### src/rtl/fetch_sequencer.sv
// ============================================================================
// fetch_sequencer
// ----------------------------------------------------------------------------
// Owns the program counter and drives the instruction-memory port. Fetched
// words are handed to decode over a valid/ready handshake. Branch and jump
// redirects from decode/execute are applied here. Any fetch that a redirect
// makes stale is squashed, whether it is still in flight or already held.
//
// Parameters
//   RESET_PC     PC loaded on reset
//   CNT_W        width of the performance counters
//
// Ports
//   clock        single clock; all state updates on posedge
//   reset        synchronous, active-high
//   imem_req     fetch request level to instruction memory
//   imem_addr    word-aligned byte address; stable while imem_req until ack
//   imem_ack     1-cycle pulse: imem_rdata valid this cycle
//   imem_rdata   instruction word from memory
//   if_valid     if_instr/if_pc/if_pc4 hold a live instruction
//   id_ready     decode accepts when if_valid & id_ready
//   if_instr     fetched instruction
//   if_pc        address of if_instr
//   if_pc4       if_pc + 4
//   do_branch    redirect to branch_addr (wins over jump)
//   branch_addr  branch target
//   jump         redirect to {fetch_pc[31:28], jump_index, 2'b00}
//   jump_index   jump instruction index field
//   instr_count  instructions accepted by decode
//   wait_cycles  cycles spent waiting on memory (REQ or DROP, no ack)
// ============================================================================
module fetch_sequencer #(
    parameter logic [31:0] RESET_PC = 32'h0000_0000,
    parameter int unsigned CNT_W    = 32
) (
    input  logic             clock,
    input  logic             reset,
    output logic             imem_req,
    output logic [31:0]      imem_addr,
    input  logic             imem_ack,
    input  logic [31:0]      imem_rdata,
    output logic             if_valid,
    input  logic             id_ready,
    output logic [31:0]      if_instr,
    output logic [31:0]      if_pc,
    output logic [31:0]      if_pc4,
    input  logic             do_branch,
    input  logic [31:0]      branch_addr,
    input  logic             jump,
    input  logic [25:0]      jump_index,
    output logic [CNT_W-1:0] instr_count,
    output logic [CNT_W-1:0] wait_cycles
);

    typedef enum logic [1:0] {
        IDLE = 2'd0,
        REQ  = 2'd1,
        DROP = 2'd2,
        HOLD = 2'd3
    } state_t;

    state_t             state_q,    state_d;
    logic [31:0]        fetch_pc_q, fetch_pc_d;
    logic [31:0]        pend_pc_q,  pend_pc_d;
    logic               req_q,      req_d;
    logic [31:0]        addr_q,     addr_d;
    logic               valid_q,    valid_d;
    logic [31:0]        instr_q,    instr_d;
    logic [31:0]        ifpc_q,     ifpc_d;
    logic [31:0]        ifpc4_q,    ifpc4_d;
    logic [CNT_W-1:0]   icnt_q,     icnt_d;
    logic [CNT_W-1:0]   wcnt_q,     wcnt_d;

    logic               redirect;
    logic [31:0]        target;

    always_comb begin
        redirect = do_branch | jump;
        // Branch target is forced to a word boundary so fetch_pc[1:0] stays 0.
        if (do_branch) begin
            target = branch_addr & ~32'h3;
        end else begin
            target = {fetch_pc_q[31:28], jump_index, 2'b00};
        end
    end

    always_comb begin
        state_d    = state_q;
        fetch_pc_d = fetch_pc_q;
        pend_pc_d  = pend_pc_q;
        req_d      = req_q;
        addr_d     = addr_q;
        valid_d    = valid_q;
        instr_d    = instr_q;
        ifpc_d     = ifpc_q;
        ifpc4_d    = ifpc4_q;
        icnt_d     = icnt_q;
        wcnt_d     = wcnt_q;

        if ((state_q == REQ || state_q == DROP) && !imem_ack) begin
            wcnt_d = wcnt_q + CNT_W'(1);
        end

        unique case (state_q)
            IDLE: begin
                fetch_pc_d = redirect ? target : fetch_pc_q;
                req_d      = 1'b1;
                addr_d     = fetch_pc_d;
                state_d    = REQ;
            end
            REQ: begin
                if (imem_ack) begin
                    if (redirect) begin
                        // Returned word is already stale: refetch from target.
                        fetch_pc_d = target;
                        addr_d     = target;
                        req_d      = 1'b1;
                    end else begin
                        instr_d = imem_rdata;
                        ifpc_d  = fetch_pc_q;
                        ifpc4_d = fetch_pc_q + 32'd4;
                        valid_d = 1'b1;
                        req_d   = 1'b0;
                        state_d = HOLD;
                    end
                end else if (redirect) begin
                    // Request cannot be withdrawn; remember where to go once it completes.
                    pend_pc_d = target;
                    state_d   = DROP;
                end
            end
            DROP: begin
                if (imem_ack) begin
                    fetch_pc_d = redirect ? target : pend_pc_q;
                    addr_d     = fetch_pc_d;
                    req_d      = 1'b1;
                    state_d    = REQ;
                end else if (redirect) begin
                    pend_pc_d = target;
                end
            end
            HOLD: begin
                if (redirect) begin
                    if (id_ready) begin
                        icnt_d = icnt_q + CNT_W'(1);
                    end
                    valid_d    = 1'b0;
                    fetch_pc_d = target;
                    addr_d     = target;
                    req_d      = 1'b1;
                    state_d    = REQ;
                end else if (id_ready) begin
                    icnt_d     = icnt_q + CNT_W'(1);
                    valid_d    = 1'b0;
                    fetch_pc_d = fetch_pc_q + 32'd4;
                    addr_d     = fetch_pc_d;
                    req_d      = 1'b1;
                    state_d    = REQ;
                end
            end
            default: state_d = IDLE;
        endcase
    end

    always_ff @(posedge clock) begin
        if (reset) begin
            state_q    <= IDLE;
            fetch_pc_q <= RESET_PC;
            pend_pc_q  <= RESET_PC;
            req_q      <= 1'b0;
            addr_q     <= RESET_PC;
            valid_q    <= 1'b0;
            instr_q    <= '0;
            ifpc_q     <= RESET_PC;
            ifpc4_q    <= RESET_PC + 32'd4;
            icnt_q     <= '0;
            wcnt_q     <= '0;
        end else begin
            state_q    <= state_d;
            fetch_pc_q <= fetch_pc_d;
            pend_pc_q  <= pend_pc_d;
            req_q      <= req_d;
            addr_q     <= addr_d;
            valid_q    <= valid_d;
            instr_q    <= instr_d;
            ifpc_q     <= ifpc_d;
            ifpc4_q    <= ifpc4_d;
            icnt_q     <= icnt_d;
            wcnt_q     <= wcnt_d;
        end
    end

    assign imem_req    = req_q;
    assign imem_addr   = addr_q;
    assign if_valid    = valid_q;
    assign if_instr    = instr_q;
    assign if_pc       = ifpc_q;
    assign if_pc4      = ifpc4_q;
    assign instr_count = icnt_q;
    assign wait_cycles = wcnt_q;

endmodule

### config.mk
export PLATFORM = sky130hd
export DESIGN_NAME = fetch_sequencer
export DESIGN_NICKNAME = d
export VERILOG_FILES = /design/src/rtl/fetch_sequencer.sv
export SDC_FILE = /design/constraint.sdc
export NUM_CORES = 1
export LEC_CHECK = 0
export CORE_UTILIZATION = 45
export DETAILED_ROUTE_END_ITERATION = 16
export PLACE_DENSITY = 0.72
export SYNTH_ARGS = -nofsm -noshare
export SYNTH_HDL_FRONTEND = slang
export SYNTH_SLANG_ARGS = --single-unit
export TNS_END_PERCENT = 30
### constraint.sdc
create_clock -name clock -period 3 [get_ports clock]
set_input_delay 0.6 -clock clock [delete_from_list [all_inputs] [get_ports clock]]
set_output_delay 0.6 -clock clock [all_outputs]
set_load 0.03 [all_outputs]
==> summary.txt, run 1 <==
Clocking
  • Number of setup buffers added after CTS: 0
  • Hold Buf Count CTS: 0
  • Reg clk slew, reported paths: 0.06 ns
  • CTS Buf Count: 29
  • Clock Latency Late Sink: 0.54 ns
  • Clock Root Buffer: clkbuf_16
  • Cts repair resizes: 0
  • CTS Sinks: 258
  • CTS tree: done
  • H-tree levels: 1
  • Maximum root-to-sink buffer count: 3

Worst setup path
  • CP cell instances: ha_1 > buf_4 > or3b_2 > or3_1 > o31ai_1 > nor2_1 > a211oi_1
  • CP delay by family, top: simple AND/OR/NAND/NOR gates
  • Max incr delay on CP: 0.50 ns
  • Crit-path slowest cell: or3b_2
  • Crit path launch type: flop
  • Critical path arrival: 3.00 ns
  • Max FO, Critical Path: 9
  • R2r setup slk: 0.41 ns
  • Worst path required time: 3.41 ns
  • Buf/Inv on CP: 1
  • Crit end category: flop
  • Critical setup path kind: flop to flop

Routing
  • Post-route ant nets: 0
  • DR vias/cell: 5.83
  • Drc violations: 0
  • Drt pass-1 iters: 5
  • Drt wl/cell: 18.9 µm
  • Via count: 13400
  • Detailed-route wire length: 43.4 mm
  • Drt initial violations: 1317

Timing
  • Hold Violations, Final: 0
  • Max-slew violations: 0
  • Clk_skew: 0.00862 ns
  • Maximum clock frequency: 387 MHz
  • Number of setup violations in the final report: 0
  • RSZ-0062 raised after global routing: false
  • Fin crit share: 86.2%
  • Crit path time final: 2.59 ns
  • Worst Max-Slew Pin Slew: 0.727 ns
  • Slew headroom: 51.4%
  • Setup tns final: 0 ns

Synth
  • Largest area contributor in the netlist: dfxtp_1
  • Cells after Synth: 1642
  • Post-Synthesis Cell Area: 0.0131 mm²
  • Synth async-reset ratio: 0%
  • Post-synth EDFFs: 0
  • Synth top area share: 39.3%
  • Post-Syn Area per Cell: 8.00 µm²
  • Top post-synthesis cells by area: dfxtp_1 (39%), nand2_1 (6.2%), nor2_1 (5.7%), a21oi_1 (5.2%), a211oi_1 (5.0%)
  • Post-synthesis register bit count: 258
  • Ys Warns: 0
  • Top_reg_cell synth: dfxtp_1
  • Register area share after synthesis: 39.3%
  • Number of distinct library cells after synthesis: 77
  • Net Count, Synth: 1745

Floorplan
  • Die Wd: 173 µm
  • Core ar.: 0.0287 mm²
  • Io pins: 290
  • Effective utilization at floorplan: 45.8%
  • DIE AREA: 0.0299 mm²
  • Row cnt: 62
  • DIE HEIGHT: 173 µm

Hold path
  • Hold WC Path Type: flop to flop

Pwr
  • P per Cell Area: 524 mW/mm²
  • Lkg Pwr: 6.25 nW
  • Peak supply drop: 0.429 mV

Global route
  • First-pass GRT wire length: 69.0 mm
  • Grt ovf: 0
  • Antenna violations before repair: 0
  • All-layer global routing usage: 28.3%
  • Largest net degree at the start of global routing: 93
  • Vias in the first global route: 12700

Final layout
  • Area growth, synth to finish: 33.4%
  • Footprint of the multi-input gates: 0.00726 mm²
  • Layout filler cell count: 2560
  • # diodes: 0
  • Number of nets in the layout: 1997
  • Final Instance Area: 0.0175 mm²
  • Register area: 0.00516 mm²
  • Fraction of layout cells with a size suffix above 1: 9.03%

Placement
  • Placed inst area: 0.0166 mm²
  • I/O Buffers: 287
  • Gpl congestion: 0.945
  • Detailed-placement wirelength estimate: 30.8 mm

Status
  • Status: finished, final reports clean

Flow run
  • Max_cap viols: 0
-- worst min-delay path, cell delays in order, from the launching register on --
cell and delay (ns):
dfxtp_1 0.31, nand2_1 0.05, a21oi_1 0.05
-- state kept, by name, summed over array words and instances (netlist names) --
| signal | flops |
|---|---|
| wait_cycles | 32 |
| imem_addr | 32 |
| if_valid | 1 |
| pend_pc_q | 32 |
| imem_req | 1 |
| state_q | 2 |
| if_pc4 | 30 |
| if_instr | 32 |
| if_pc | 32 |
| instr_count | 32 |
| fetch_pc_q | 32 |
-- synthesized netlist by cell type, types with 25 or more instances --
library cell / count
nor2_1: 199
nand2_1: 218
o21ai_0: 63
nand3_1: 51
mux2_2: 25
mux2i_1: 51
a21oi_1: 136
nor3_1: 43
xnor2_1: 38
dfxtp_1: 258
xor2_1: 41
a211oi_1: 87
clkbuf_1: 102
-- layer usage --
metal,share of wire (%),GRT usage [%],vias to the layer above
li1,-,-,6346
met1,41,36.4,6301
met2,47,47.3,631
met3,8.8,5.50,120
met4,3.4,9.73,0
met5,0,0,-
-- cell families after synthesis --
logic type	share of synthesized area (%)
simple gates	23.5
compound gates	19.6
flops	39.3
buf+inv	5.62
xor+xnor	5.27
mux	6.03
fa+ha+maj	0.667
-- final timing paths --
kind,from,endpoint,cells past startpoint
worst max register to register,state_q[0]$_SDFFE_PP0P_,fetch_pc_q[25]$_SDFFE_PP0P_,7
worst min-delay path,if_instr[25]$_SDFFE_PP0P_,if_instr[25]$_SDFFE_PP0P_,2
worst min register to register,if_instr[25]$_SDFFE_PP0P_,if_instr[25]$_SDFFE_PP0P_,2
worst max-delay path,state_q[0]$_SDFFE_PP0P_,fetch_pc_q[25]$_SDFFE_PP0P_,7
-- power breakdown --
| part | leakage (nW) | total (W) | internal, W | switching (W) |
|---|---|---|---|---|
| sequential | 2.10 | 0.00382 | 0.00363 | 0.000192 |
| clock | 0.441 | 0.00345 | 0.00203 | 0.00142 |
| combinational | 3.71 | 0.00191 | 0.000771 | 0.00114 |
-- metrics by stage --
step	power [W]	cells	util, %	worst slack [ns]	hold WS, ns
after CTS	0.00919	2300	61.1	0.475	0.454
after floorplan	0.00496	1642	-	0.694	0.442
final	0.00918	2300	61.1	0.413	0.452
after detailed placement	0.00576	2247	57.9	0.207	0.446
after global placement	0.00573	2247	57.9	0.229	0.441
after global routing	0.00951	2300	61.1	0.236	0.469
-- placed cells by master (no fill, tap or decap), types with 18 or more instances in the layout --
master / n
mux2_2: 25
and3_1: 18
nand4_1: 24
a211oi_1: 87
nor2_1: 196
inv_1: 23
nand2_1: 218
clkdlybuf4s50_1: 285
o21ai_0: 62
mux2i_1: 51
buf_4: 70
nand3_1: 50
a21oi_1: 136
nor3_1: 43
clkbuf_16: 29
xor2_1: 41
dfxtp_1: 258
xnor2_1: 38
-- cell type report --
| class | instances | area share (%) |
|---|---|---|
| Clock inverter | 6 | 0.457 |
| Sequential cell | 258 | 29.5 |
| Timing Repair Buffer | 368 | 20.7 |
| Inverter | 23 | 0.492 |
| Tap cell | 384 | 2.74 |
| Multi-Input combinational cell | 1214 | 41.4 |
| Clock buffer | 47 | 4.70 |
No activity file was read; power rests on OpenSTA's default activity.
==> inputs of run 2 (changes only) <==
--- a/config.mk
+++ b/config.mk
@@ -5,9 +5,9 @@
 export SDC_FILE = /design/constraint.sdc
 export NUM_CORES = 1
 export LEC_CHECK = 0
-export CORE_UTILIZATION = 45
+export CORE_UTILIZATION = 35
 export DETAILED_ROUTE_END_ITERATION = 16
-export PLACE_DENSITY = 0.72
+export PLACE_DENSITY = 0.55
 export SYNTH_ARGS = -nofsm -noshare
 export SYNTH_HDL_FRONTEND = slang
 export SYNTH_SLANG_ARGS = --single-unit
==> run 2 against run 1 <==
  * Sequential power hardly changed
  * Global-route usage decreased by 4.0 points
  * Critical path type unchanged
  * Critical path depth fell by 2
  * Highest routed layer unchanged
  * Fmax up 2.7%
  * Combinational power hardly changed
==> summary.txt, run 2 (same netlist as run 1, synthesis figures left out) <==
Final layout
  • Number of nets in the layout: 2005 (+0.40%)
  • # diodes: 0 (unchanged)
  • Commonest non-fill, non-tap cells in the layout: clkdlybuf4s50_1 (285), dfxtp_1 (258), nand2_1 (218), nor2_1 (196), a21oi_1 (136)
  • Leading cell type in the layout, fill and taps excluded: clkdlybuf4s50_1
  • Area growth, synth to finish: 35.6%
  • Layout filler cell count: 3602 (+41%)
  • Final Instance Area: 0.0178 mm² (+1.6%)
  • Fraction of layout cells with a size suffix above 1: 9.97% (+0.94 points)
  • Footprint of the multi-input gates: 0.00727 mm² (+0.10%)
  • Register area: 0.00516 mm² (unchanged)

Global route
  • All-layer global routing usage: 24.3% (-4.0 points)
  • Grt ovf: 0 (unchanged)
  • Largest net degree at the start of global routing: 88 (-5.4%)
  • Antenna violations before repair: 0 (unchanged)
  • Vias in the first global route: 12800 (+0.45%)
  • First-pass GRT wire length: 73.2 mm (+6.0%)

Worst setup path
  • CP cell instances: nand4_1 > or4_4 > nor3_2 > a211oi_1 > a2111oi_2
  • Worst R2R End: imem_addr[27]$_SDFFE_PP0P_
  • R2r setup slk: 0.48 ns (+0.07 ns)
  • RR Startpoint: fetch_pc_q[9]$_SDFFE_PP0P_
  • Max FO, Critical Path: 9 (unchanged)
  • Crit end category: flop
  • Critical path arrival: 2.98 ns (-0.02 ns)
  • Crit-path slowest cell: or4_4
  • Worst path required time: 3.46 ns (+0.05 ns)
  • Crit path launch type: flop
  • Max incr delay on CP: 0.64 ns (+0.14 ns)
  • Critical setup path kind: flop to flop
  • Reg2Reg Depth: 5 (-2)

Clocking
  • Maximum root-to-sink buffer count: 3 (unchanged)
  • CTS Sinks: 258 (unchanged)
  • Reg clk slew, reported paths: 0.06 ns (about the same)
  • Number of setup buffers added after CTS: 0 (unchanged)
  • CTS Buf Count: 30 (+3.4%)
  • Clock Root Buffer: clkbuf_16
  • Clock Latency Late Sink: 0.57 ns (+0.03 ns)
  • Cts repair resizes: 0 (unchanged)
  • CTS tree: done
  • Hold Buf Count CTS: 0 (unchanged)
  • H-tree levels: 1 (unchanged)

Hold path
  • Hold Path End: if_pc[11]$_SDFFE_PP0P_
  • Hold-critical path depth: 2 (unchanged)
  • Hold WC Path Type: flop to flop
  • Worst Hold Launch: if_pc[11]$_SDFFE_PP0P_

Pwr
  • Peak supply drop: 0.431 mV (+0.56%)
  • Lkg Pwr: 6.35 nW (+1.4%)
  • P per Cell Area: 529 mW/mm² (+1.1%)

Routing
  • Via count: 13200 (-1.4%)
  • Drc violations: 0 (unchanged)
  • Drt initial violations: 933 (-29%)
  • Post-route ant nets: 0 (unchanged)
  • Detailed-route wire length: 47.4 mm (+9.1%)
  • Drt pass-1 iters: 5 (unchanged)
  • Drt wl/cell: 19.8 µm (+4.9%)
  • DR vias/cell: 5.52 (-5.2%)

Timing
  • Crit path time final: 2.52 ns (-0.0682 ns)
  • Number of setup violations in the final report: 0 (unchanged)
  • Max-slew violations: 0 (unchanged)
  • Hold Violations, Final: 0 (unchanged)
  • Worst Max-Slew Pin Slew: 0.671 ns (-0.0556 ns)
  • Slew headroom: 55.3% (+3.8 points)
  • Maximum clock frequency: 397 MHz (+2.7%)
  • Fin crit share: 83.9% (-2.3 points)
  • Clk_skew: 0.0176 ns (+0.00900 ns)
  • RSZ-0062 raised after global routing: false
  • Setup tns final: 0 ns (unchanged)

Placement
  • Detailed-placement wirelength estimate: 34.2 mm (+11%)
  • I/O Buffers: 287 (unchanged)
  • Gpl congestion: 0.918 (-2.8%)
  • Placed inst area: 0.0168 mm² (+1.2%)

Floorplan
  • Io pins: 290 (unchanged)
  • DIE HEIGHT: 196 µm (+13%)
  • DIE AREA: 0.0383 mm² (+28%)
  • Row cnt: 70 (+13%)
  • Effective utilization at floorplan: 35.7% (-10 points)
  • Die Wd: 196 µm (+13%)
  • Core ar.: 0.0368 mm² (+28%)

Status
  • Status: finished, final reports clean

Flow run
  • Max_cap viols: 0 (unchanged)
run 2: changes by cell type in the layout (fill, tap and decap cells not counted), sizes merged:
cell	previous run	this run
buf	82	89
clkbuf	48	41
clkinv	4	10
clkinvlp	0	3
run 2: final cells by class:
cell class	count	share of cell area, %
tap	468	3.29
sequential	258	29.0
clock inverter	15	0.745
inverter	23	0.485
multi-input combinational	1214	40.8
clock buffer	40	4.77
timing repair buffer	375	20.9
run 2: per-stage QoR:
stage	util, %	power (W)	cells	hold WS [ns]	worst slack [ns]
2_1_floorplan	-	0.00496	1642	0.442	0.694
6_report	48.4	0.00943	2393	0.452	0.482
3_5_place_dp	45.8	0.00581	2338	0.447	0.0900
3_3_place_gp	45.8	0.00580	2338	0.442	0.108
4_1_cts	48.4	0.00951	2393	0.454	0.520
5_1_grt	48.4	0.00982	2393	0.468	0.358
run 2: worst max path at each step:
stage / from / to / slack [ns] / cells after the start
finish: fetch_pc_q[9]$_SDFFE_PP0P_ / imem_addr[27]$_SDFFE_PP0P_ / 0.48 / 5
global route: state_q[0]$_SDFFE_PP0P_ / imem_addr[27]$_SDFFE_PP0P_ / 0.36 / 8
CTS: fetch_pc_q[6]$_SDFFE_PP0P_ / imem_addr[27]$_SDFFE_PP0P_ / 0.52 / 6
detailed placement: jump / fetch_pc_q[22]$_SDFFE_PP0P_ / 0.09 / 6
global placement: jump / fetch_pc_q[22]$_SDFFE_PP0P_ / 0.11 / 6
floorplan: imem_ack / wait_cycles[31]$_SDFFE_PP0P_ / 0.69 / 6
run 2: where the power goes:
part | total [W] | internal (W) | switching (W) | leakage, nW
combinational | 0.00193 | 0.000775 | 0.00115 | 3.76
clock | 0.00367 | 0.00215 | 0.00152 | 0.484
sequential | 0.00383 | 0.00363 | 0.000201 | 2.10
total | 0.00943 | 0.00655 | 0.00288 | 6.35
run 2: layer usage:
layer / wire length (µm) / global-route usage (%)
met5: 0 / 0
met4: 1960 / 10.1
met3: 3550 / 4.83
met2: 21800 / 39.7
met1: 20000 / 31.1
run 2: critical path, delay by kind of cell (launching register included):
family / cells / cell delay, ns
simple gates: 3 / 1.28
flops: 1 / 0.58
compound gates: 2 / 0.55
